File: src/rtl/cram_loader.sv
// cram_loader: loads a word-serial bitstream into the CRAM scan chain MSB-first,
// then recirculates the chain once and compares read-back vs loaded ones-count.
//
//   state    | meaning
//   ---------+-------------------------------------------------------------
//   S_IDLE   | waiting for start; chain untouched
//   S_LOAD   | accepting words, shifting exactly CHAIN_LEN bits into chain
//   S_VERIFY | CHAIN_LEN loop-back shifts, counting ones at the chain tail
//   S_DONE   | one-cycle done pulse, then back to idle
module cram_loader #(
  parameter int CHAIN_LEN = 48,
  parameter int WORD_W    = 8
) (
  input  logic              i_clk,
  input  logic              i_nrst,
  input  logic              i_start,
  input  logic [WORD_W-1:0] i_word_data,
  input  logic              i_word_valid,
  output logic              o_word_ready,
  output logic              o_cfg_en,
  output logic              o_cfg_dout,
  input  logic              i_cfg_din,
  output logic              o_busy,
  output logic              o_done,
  output logic              o_error
);

  localparam int CW = $clog2(CHAIN_LEN + 1);
  localparam int BW = $clog2(WORD_W + 1);
  localparam logic [CW-1:0] LP_LEN    = CW'(CHAIN_LEN);
  localparam logic [CW-1:0] LP_LEN_M1 = CW'(CHAIN_LEN - 1);
  localparam logic [CW-1:0] LP_WORD   = CW'(WORD_W);

  typedef enum logic [1:0] {S_IDLE, S_LOAD, S_VERIFY, S_DONE} state_t;

  state_t            r_state;
  state_t            w_state_nxt;
  logic [WORD_W-1:0] r_buf;
  logic [BW-1:0]     r_buf_cnt;
  logic [CW-1:0]     r_shifted;
  logic [CW-1:0]     r_accepted;
  logic [CW-1:0]     r_ones_ld;
  logic [CW-1:0]     r_ones_rb;
  logic [CW-1:0]     r_vcnt;
  logic              r_error;

  logic              w_shift;
  logic              w_accept;
  logic              w_load_last;
  logic              w_verify_last;
  logic [CW-1:0]     w_room;
  logic [CW-1:0]     w_take;
  logic [CW-1:0]     w_ones_rb_nxt;

  // A final word only contributes the bits that still fit in the chain.
  assign w_room        = LP_LEN - r_accepted;
  assign w_take        = (w_room < LP_WORD) ? w_room : LP_WORD;
  assign w_shift       = (r_state == S_LOAD) && (r_buf_cnt != '0);
  assign w_accept      = i_word_valid && o_word_ready;
  assign w_load_last   = w_shift && (r_shifted == LP_LEN_M1);
  assign w_verify_last = (r_state == S_VERIFY) && (r_vcnt == CW'(1));
  assign w_ones_rb_nxt = r_ones_rb + CW'(i_cfg_din);
  assign o_error       = r_error;

  // Next-state and chain/handshake outputs, all decoded from registered state.
  always_comb begin
    w_state_nxt  = r_state;
    o_word_ready = 1'b0;
    o_cfg_en     = 1'b0;
    o_cfg_dout   = 1'b0;
    o_busy       = 1'b0;
    o_done       = 1'b0;
    case (r_state)
      S_IDLE: begin
        if (i_start) w_state_nxt = S_LOAD;
      end
      S_LOAD: begin
        o_busy       = 1'b1;
        // Ready while the last buffered bit goes out, so refill costs no bubble.
        o_word_ready = (r_buf_cnt <= BW'(1)) && (r_accepted < LP_LEN);
        o_cfg_en     = w_shift;
        o_cfg_dout   = r_buf[WORD_W-1];
        if (w_load_last) w_state_nxt = S_VERIFY;
      end
      S_VERIFY: begin
        o_busy     = 1'b1;
        o_cfg_en   = 1'b1;
        o_cfg_dout = i_cfg_din;
        if (w_verify_last) w_state_nxt = S_DONE;
      end
      S_DONE: begin
        o_done      = 1'b1;
        w_state_nxt = S_IDLE;
      end
      default: w_state_nxt = S_IDLE;
    endcase
  end

  // State register.
  always_ff @(posedge i_clk or negedge i_nrst) begin
    if (!i_nrst) r_state <= S_IDLE;
    else         r_state <= w_state_nxt;
  end

  // Shift buffer, bit counters, ones-counters and sticky error.
  always_ff @(posedge i_clk or negedge i_nrst) begin
    if (!i_nrst) begin
      r_buf      <= '0;
      r_buf_cnt  <= '0;
      r_shifted  <= '0;
      r_accepted <= '0;
      r_ones_ld  <= '0;
      r_ones_rb  <= '0;
      r_vcnt     <= '0;
      r_error    <= 1'b0;
    end else begin
      case (r_state)
        S_IDLE: begin
          if (i_start) begin
            r_buf_cnt  <= '0;
            r_shifted  <= '0;
            r_accepted <= '0;
            r_ones_ld  <= '0;
            r_ones_rb  <= '0;
            r_error    <= 1'b0;
          end
        end
        S_LOAD: begin
          if (w_accept) begin
            r_buf      <= i_word_data;
            r_buf_cnt  <= BW'(w_take);
            r_accepted <= r_accepted + w_take;
          end else if (w_shift) begin
            r_buf     <= {r_buf[WORD_W-2:0], 1'b0};
            r_buf_cnt <= r_buf_cnt - BW'(1);
          end
          if (w_shift) begin
            r_shifted <= r_shifted + CW'(1);
            r_ones_ld <= r_ones_ld + CW'(r_buf[WORD_W-1]);
          end
          if (w_load_last) r_vcnt <= LP_LEN;
        end
        S_VERIFY: begin
          r_ones_rb <= w_ones_rb_nxt;
          r_vcnt    <= r_vcnt - CW'(1);
          if (w_verify_last) r_error <= (w_ones_rb_nxt != r_ones_ld);
        end
        default: ;
      endcase
    end
  end

endmodule

File: config.mk
export PLATFORM = sky130hd
export DESIGN_NAME = cram_loader
export DESIGN_NICKNAME = d
export VERILOG_FILES = /design/src/rtl/cram_loader.sv
export SDC_FILE = /design/constraint.sdc
export NUM_CORES = 1
export LEC_CHECK = 0
export BUFFER_PORTS_ARGS = -buffer_cell sky130_fd_sc_hd__buf_2
export CAP_MARGIN = 20
export CELL_PAD_IN_SITES_DETAIL_PLACEMENT = 0
export CELL_PAD_IN_SITES_GLOBAL_PLACEMENT = 1
export CORE_MARGIN = 5
export CORE_UTILIZATION = 51
export CTS_CLUSTER_SIZE = 24
export DETAILED_ROUTE_END_ITERATION = 10
export PLACE_DENSITY_LB_ADDON = 0.1
export SLEW_MARGIN = 0
export SYNTH_ARGS = -nofsm -noshare
export SYNTH_HDL_FRONTEND = slang
export SYNTH_SLANG_ARGS = --single-unit
File: constraint.sdc
create_clock -name i_clk -period 3.7 [get_ports i_clk]
set_input_delay 0.37 -clock i_clk [delete_from_list [all_inputs] [get_ports i_clk]]
set_output_delay 0.37 -clock i_clk [all_outputs]
set_load 0.02 [all_outputs]
# --- Word-level counts from Yosys, hierarchy flattened ---
# Cells that the tools add are included.
totals:
  regBits: 45
  inputBits: 13
  out_inout_bits: 6
  elab_cells: 80
op_classes:
  n_addsub: 7
  magnitude_cmp: 3
  eq_ne: 12
  mux: 29
  reduce_logical: 20
op_table:
  columns: ["op", "count"]
  rows:
  - ["$pmux W6 S2", 5]
  - ["$mux W6", 6]
  - ["$mux W8", 2]
  - ["$reduce_and A3 Y1", 5]
  - ["$add A6 B1 Y6", 2]
  - ["$mux W4", 3]
  - ["$ne A2 B2 Y1 const B", 5]
  - ["$pmux W2 S4", 1]
  - ["$pmux W4 S2", 1]
  - ["$reduce_bool A2 Y1", 4]
  - ["$add A6 B1 Y6 const B", 1]
  - ["$add A6 B6 Y6", 1]
  - ["$eq A6 B1 Y1 const B", 1]
  - ["$eq A6 B6 Y1 const B", 1]
  - ["$lt A6 B4 Y1 const B", 1]
  - ["$lt A6 B6 Y1 const B", 1]
  - ["$mux W2", 3]
  - ["$ne A6 B6 Y1", 1]
  - ["$pmux W1 S2", 3]
  - ["$reduce_and A2 Y1", 3]
  - ["$sub A6 B1 Y6 const B", 1]
  - ["$sub A6 B6 Y6 const A", 1]
  - ["$logic_and A1 B1 Y1", 5]
  - ["$mux W1", 5]
  - ["8 further kinds", 9]

# --- Longest topological paths before layout ---
logic_depth:
  ltp_word: 6
  mapped_depth: 14

# --- Worst setup path before layout ---
# No wires, ideal clock.
synth_timing:
  kind: "register to register"
  from: "register r_accepted[0]"
  to: "register r_accepted[2]"
  setup_time_ns: 0.121
  t_arrival_ns: 2.394
  slack_ns: 1.185
  path_stages_with_launch: 15
  n_path_buf: 1
  period_less_slack_ns: 2.515
  cell_sequence: "dfrtp_1 -> inv_1 -> ha_1 -> clkbuf_1 -> xor2_1 -> nor3_2 -> o21a_4 -> inv_2 -> nor2_1 -> a21o_1 -> ha_1 -> a21oi_1 -> xnor2_1 -> mux2i_1 -> a22o_1"
synth_via:
  elab_chain_cells: 6
  word_cells_on_any_way: 12
  classes_between: "2 x add/sub; 2 x order compare; 1 x eq/ne; 4 x mux; 3 x reduce/logical"
synth_rtl:
  columns: ["item", "line_no", "text"]
  rows:
  - ["start, declared", "41", "logic [CW-1:0] r_accepted;"]
  - ["start signal, assigned", "132", "r_accepted <= r_accepted + w_take;"]
  - ["$sub A6 B6 Y6 / $lt A6 B6 Y1 (equally long branches)", "56, 80", null]
  - ["$lt A6 B4 Y1 / $logic_and A1 B1 Y1 (equally long branches)", "57, 80", null]
  - ["$mux W6 / $mux W1 (equally long branches)", "57, 73", null]
  - ["$add A6 B6 Y6 / $logic_and A1 B1 Y1 (equally long branches)", "132, 59", null]
  - ["$mux W6 / $ne A2 B2 Y1 (equally long branches)", null, null]
  - ["$pmux W6 S2 / $reduce_and A3 Y1 (equally long branches)", null, null]
# Several ways; a longest one is shown, not always the timed one. The select of a mux whose other input is x is not followed.
# A chain may end at the register's enable or synchronous reset.

# --- Final worst setup path ---
# Same ends and word-level chain as after synthesis.

==> run_results.csv <==
group,metric,value,unit
sta,finalSetupTns,0,ns
setup_path,crit_type,"reg -> reg",
clocking,h-tree-depth,2,
setup_path,worst_setup_path_start_kind,"flop",
worst_hold_path,hp-class,"in -> async",
setup_path,cp-end-kind,"flop",
status,outcome,"finished, final reports clean",
clocking,clk_latency,0.31,ns
drt,antenna_left,0,
logic_synthesis,ys_ff_latch,45,
final_layout,mostFrequentLayoutCells,"dfrtp_1, nor2_1, nand2_1, ha_1, buf_2",
logic_synthesis,avgSynthCellArea,9.337,um^2
power_and_ir_drop,ir_worst_vdd,0.4136,mV
grt,antenna_found_initial,0,
final_layout,final_common_cell,"dfrtp_1",
clocking,cts_setup_buffers,0,
clocking,ctsHoldBuffers,0,
floorplanning,pin_count,19,
drt,drc,0,
final_layout,syn2layout_area_growth,7.796,%
sta,setup_slack,1.092,ns
final_layout,drive_gt1_frac,0.1458,
clocking,numCtsBuffers,5,
clocking,clk_pin_slew,0.09,ns
sta,finalCritPeriodShare,0.7048,
drt,drt-initial-drc-count,98,
grt,grt_pass1_vias,2346,
sta,relSlewSlack,0.5167,
floorplanning,die_area,7448,um^2
drt,vias,2391,
drt,vias_per_cell,5.860,
floorplanning,core_area,5574,um^2
setup_path,worstPathMaxFanout,6,
final_layout,nets,366,
setup_path,cp.required,3.90,ns
logic_synthesis,synthDominantCellAreaShare,0.3793,
placement,post-dp-hpwl,4.587,mm
setup_path,critPathArrivalTime,2.81,ns
final_layout,antennaDiodeCount,0,
sta,setup_violations,0,
placement,place_ws,1.102,ns
placement,port_buffers,18,
grt,grt_overflow,0,
floorplanning,rows,27,
sta,slew_viol_final,0,
clocking,cts_num_sinks,45,
floorplanning,dieHeight,86.30,um
sta,grt_setup_unrepaired,"no",
logic_synthesis,synthFlopType,"dfrtp_1",
sta,hold_violations,0,
floorplanning,dieWidth,86.30,um
drt,wirelength,6.443,mm
clocking,cts_tree,"built",
logic_synthesis,netlist_instances,318,
logic_synthesis,async_reset_ff_frac,1.000,
logic_synthesis,syn_area,2969,um^2
grt,grt_pass1_wl,11.09,mm
logic_synthesis,yosys_warnings,0,
run,cap_violations,0,
drt,wl_per_cell,15.79,um
clocking,post_cts_resized,0,
logic_synthesis,synth_nets,349,
sta,tightest_slew,0.7230,ns
power_and_ir_drop,power.density,778.3,nW/um^2
sta,finalCriticalPeriod,2.608,ns
grt,grt_max_degree,46,
floorplanning,start_util,0.5327,
logic_synthesis,ys_seq_area_frac,0.3793,
clocking,ctsRootBufferMaster,"clkbuf_8",
logic_synthesis,synth_edf_count,0,
sta,finClkSkew,0.003894,ns
logic_synthesis,synth_cell_type_count,67,
logic_synthesis,yosysTopAreaCell,"dfrtp_1",
grt,grt_use_total,0.1862,
sta,max_freq,383.5,MHz
drt,drt-pass1-iter-count,4,
clocking,clockBufferDepth,2,
sta,hold_slack,0.1509,ns
power_and_ir_drop,power.leakage,1.440,nW
logic_synthesis,synthTopCellsByArea,"dfrtp_1, ha_1, xor2_1, nor2_1, nand2_1",
placement,gp_congestion,0.8037,
==> per-layer routing <==
layer | wire length (um) | track usage | vias up | part of all wire
li1 | - | - | 1182 | -
met1 | 3113 | 0.2430 | 1163 | 0.48
met2 | 3025 | 0.3181 | 38 | 0.47
met3 | 216 | 0.03327 | 8 | 0.034
met4 | 87 | 0.05099 | 0 | 0.014
met5 | 0 | 0 | - | 0
==> Yosys cell counts, types with 2 or more instances <==
library cell  count
dfrtp_1          45
nor2_1           37
nand2_1          23
ha_1             18
inv_1            16
xor2_1           16
o21ai_0          13
nand3_1          12
o21ai_1          10
mux2i_1           8
clkbuf_1          7
a31oi_1           6
o22ai_1           6
xnor2_1           6
a21oi_1           5
and3_1            5
a22o_1            4
nand4_1           4
nor3_1            4
or3_1             4
a211o_1           3
nand3b_1          3
nand4_2           3
nor2b_1           3
nor3b_1           3
o211ai_1          3
o21a_1            3
a21o_1            2
a32oi_1           2
buf_2             2
buf_6             2
inv_2             2
mux2_2            2
nor3_2            2
o221ai_1          2
==> path summary, 6_finish.rpt <==
path | start | to | slack (ns) | depth (start not counted)
hold / removal | i_nrst | r_accepted[3] | 0.15 | 2
hold reg to reg | r_buf[1] | r_buf[1] | 0.52 | 2
min in group i_clk | i_word_data[0] | r_buf[0] | 0.26 | 3
setup reg to reg | r_accepted[0] | r_accepted[2] | 1.09 | 13
setup / recovery | r_accepted[0] | r_accepted[2] | 1.09 | 13
max in group asynchronous | i_nrst | r_shifted[2] | 3.14 | 2
==> registers in the layout, summed over array words and instances, names as in the netlist <==
signal      cells
r_vcnt          6
r_buf_cnt       4
r_state         2
r_ones_rb       6
r_ones_ld       6
o_error         1
r_buf           8
r_accepted      6
r_shifted       6
==> layout make-up <==
class	instances	area [um^2]
sequential	45	1126
inverter	18	67.56
clock inverter	2	15.01
fill	528	2374
multi-input combinational	243	1709
clock buffer	6	72.57
tap	72	90.09
timing repair buffer	22	120.1
==> power by group <==
part           total, mW  internal, mW  switching [mW]
Clock              0.317         0.133           0.184
Sequential         0.816         0.652           0.164
Combinational       1.36         0.548           0.809
Total               2.49          1.33            1.16
==> logic make-up after synthesis <==
logic type / share of synthesized area
adder cells (fa/ha/maj): 0.07585
AO/OA/AOI/OAI: 0.1955
buffers and inverters: 0.04509
XOR/XNOR: 0.06490
AND/OR/NAND/NOR: 0.2010
flip-flops: 0.3793
multiplexers: 0.03835
==> per-stage QoR <==
stage               total power [mW]    util  cells  cell area [um^2]
global route                   2.716  0.5742    408              3201
global placement               2.164  0.5585    400              3113
floorplan                      1.857       -    318              2969
detailed placement             2.181  0.5585    400              3113
CTS                            2.504  0.5742    408              3201
finish                         2.491  0.5742    408              3201
==> worst max-delay path, cell delays in order (launching register included) <==
cell	delay [ns]
dfrtp_1	0.41
inv_1	0.14
ha_1	0.31
xor2_1	0.20
nor3_2	0.07
o21a_4	0.25
inv_2	0.10
nor2_1	0.06
a21o_1	0.16
ha_1	0.24
a21oi_1	0.16
xnor2_1	0.13
mux2i_1	0.09
a22o_1	0.18
Power figures use the tool's default switching activity.
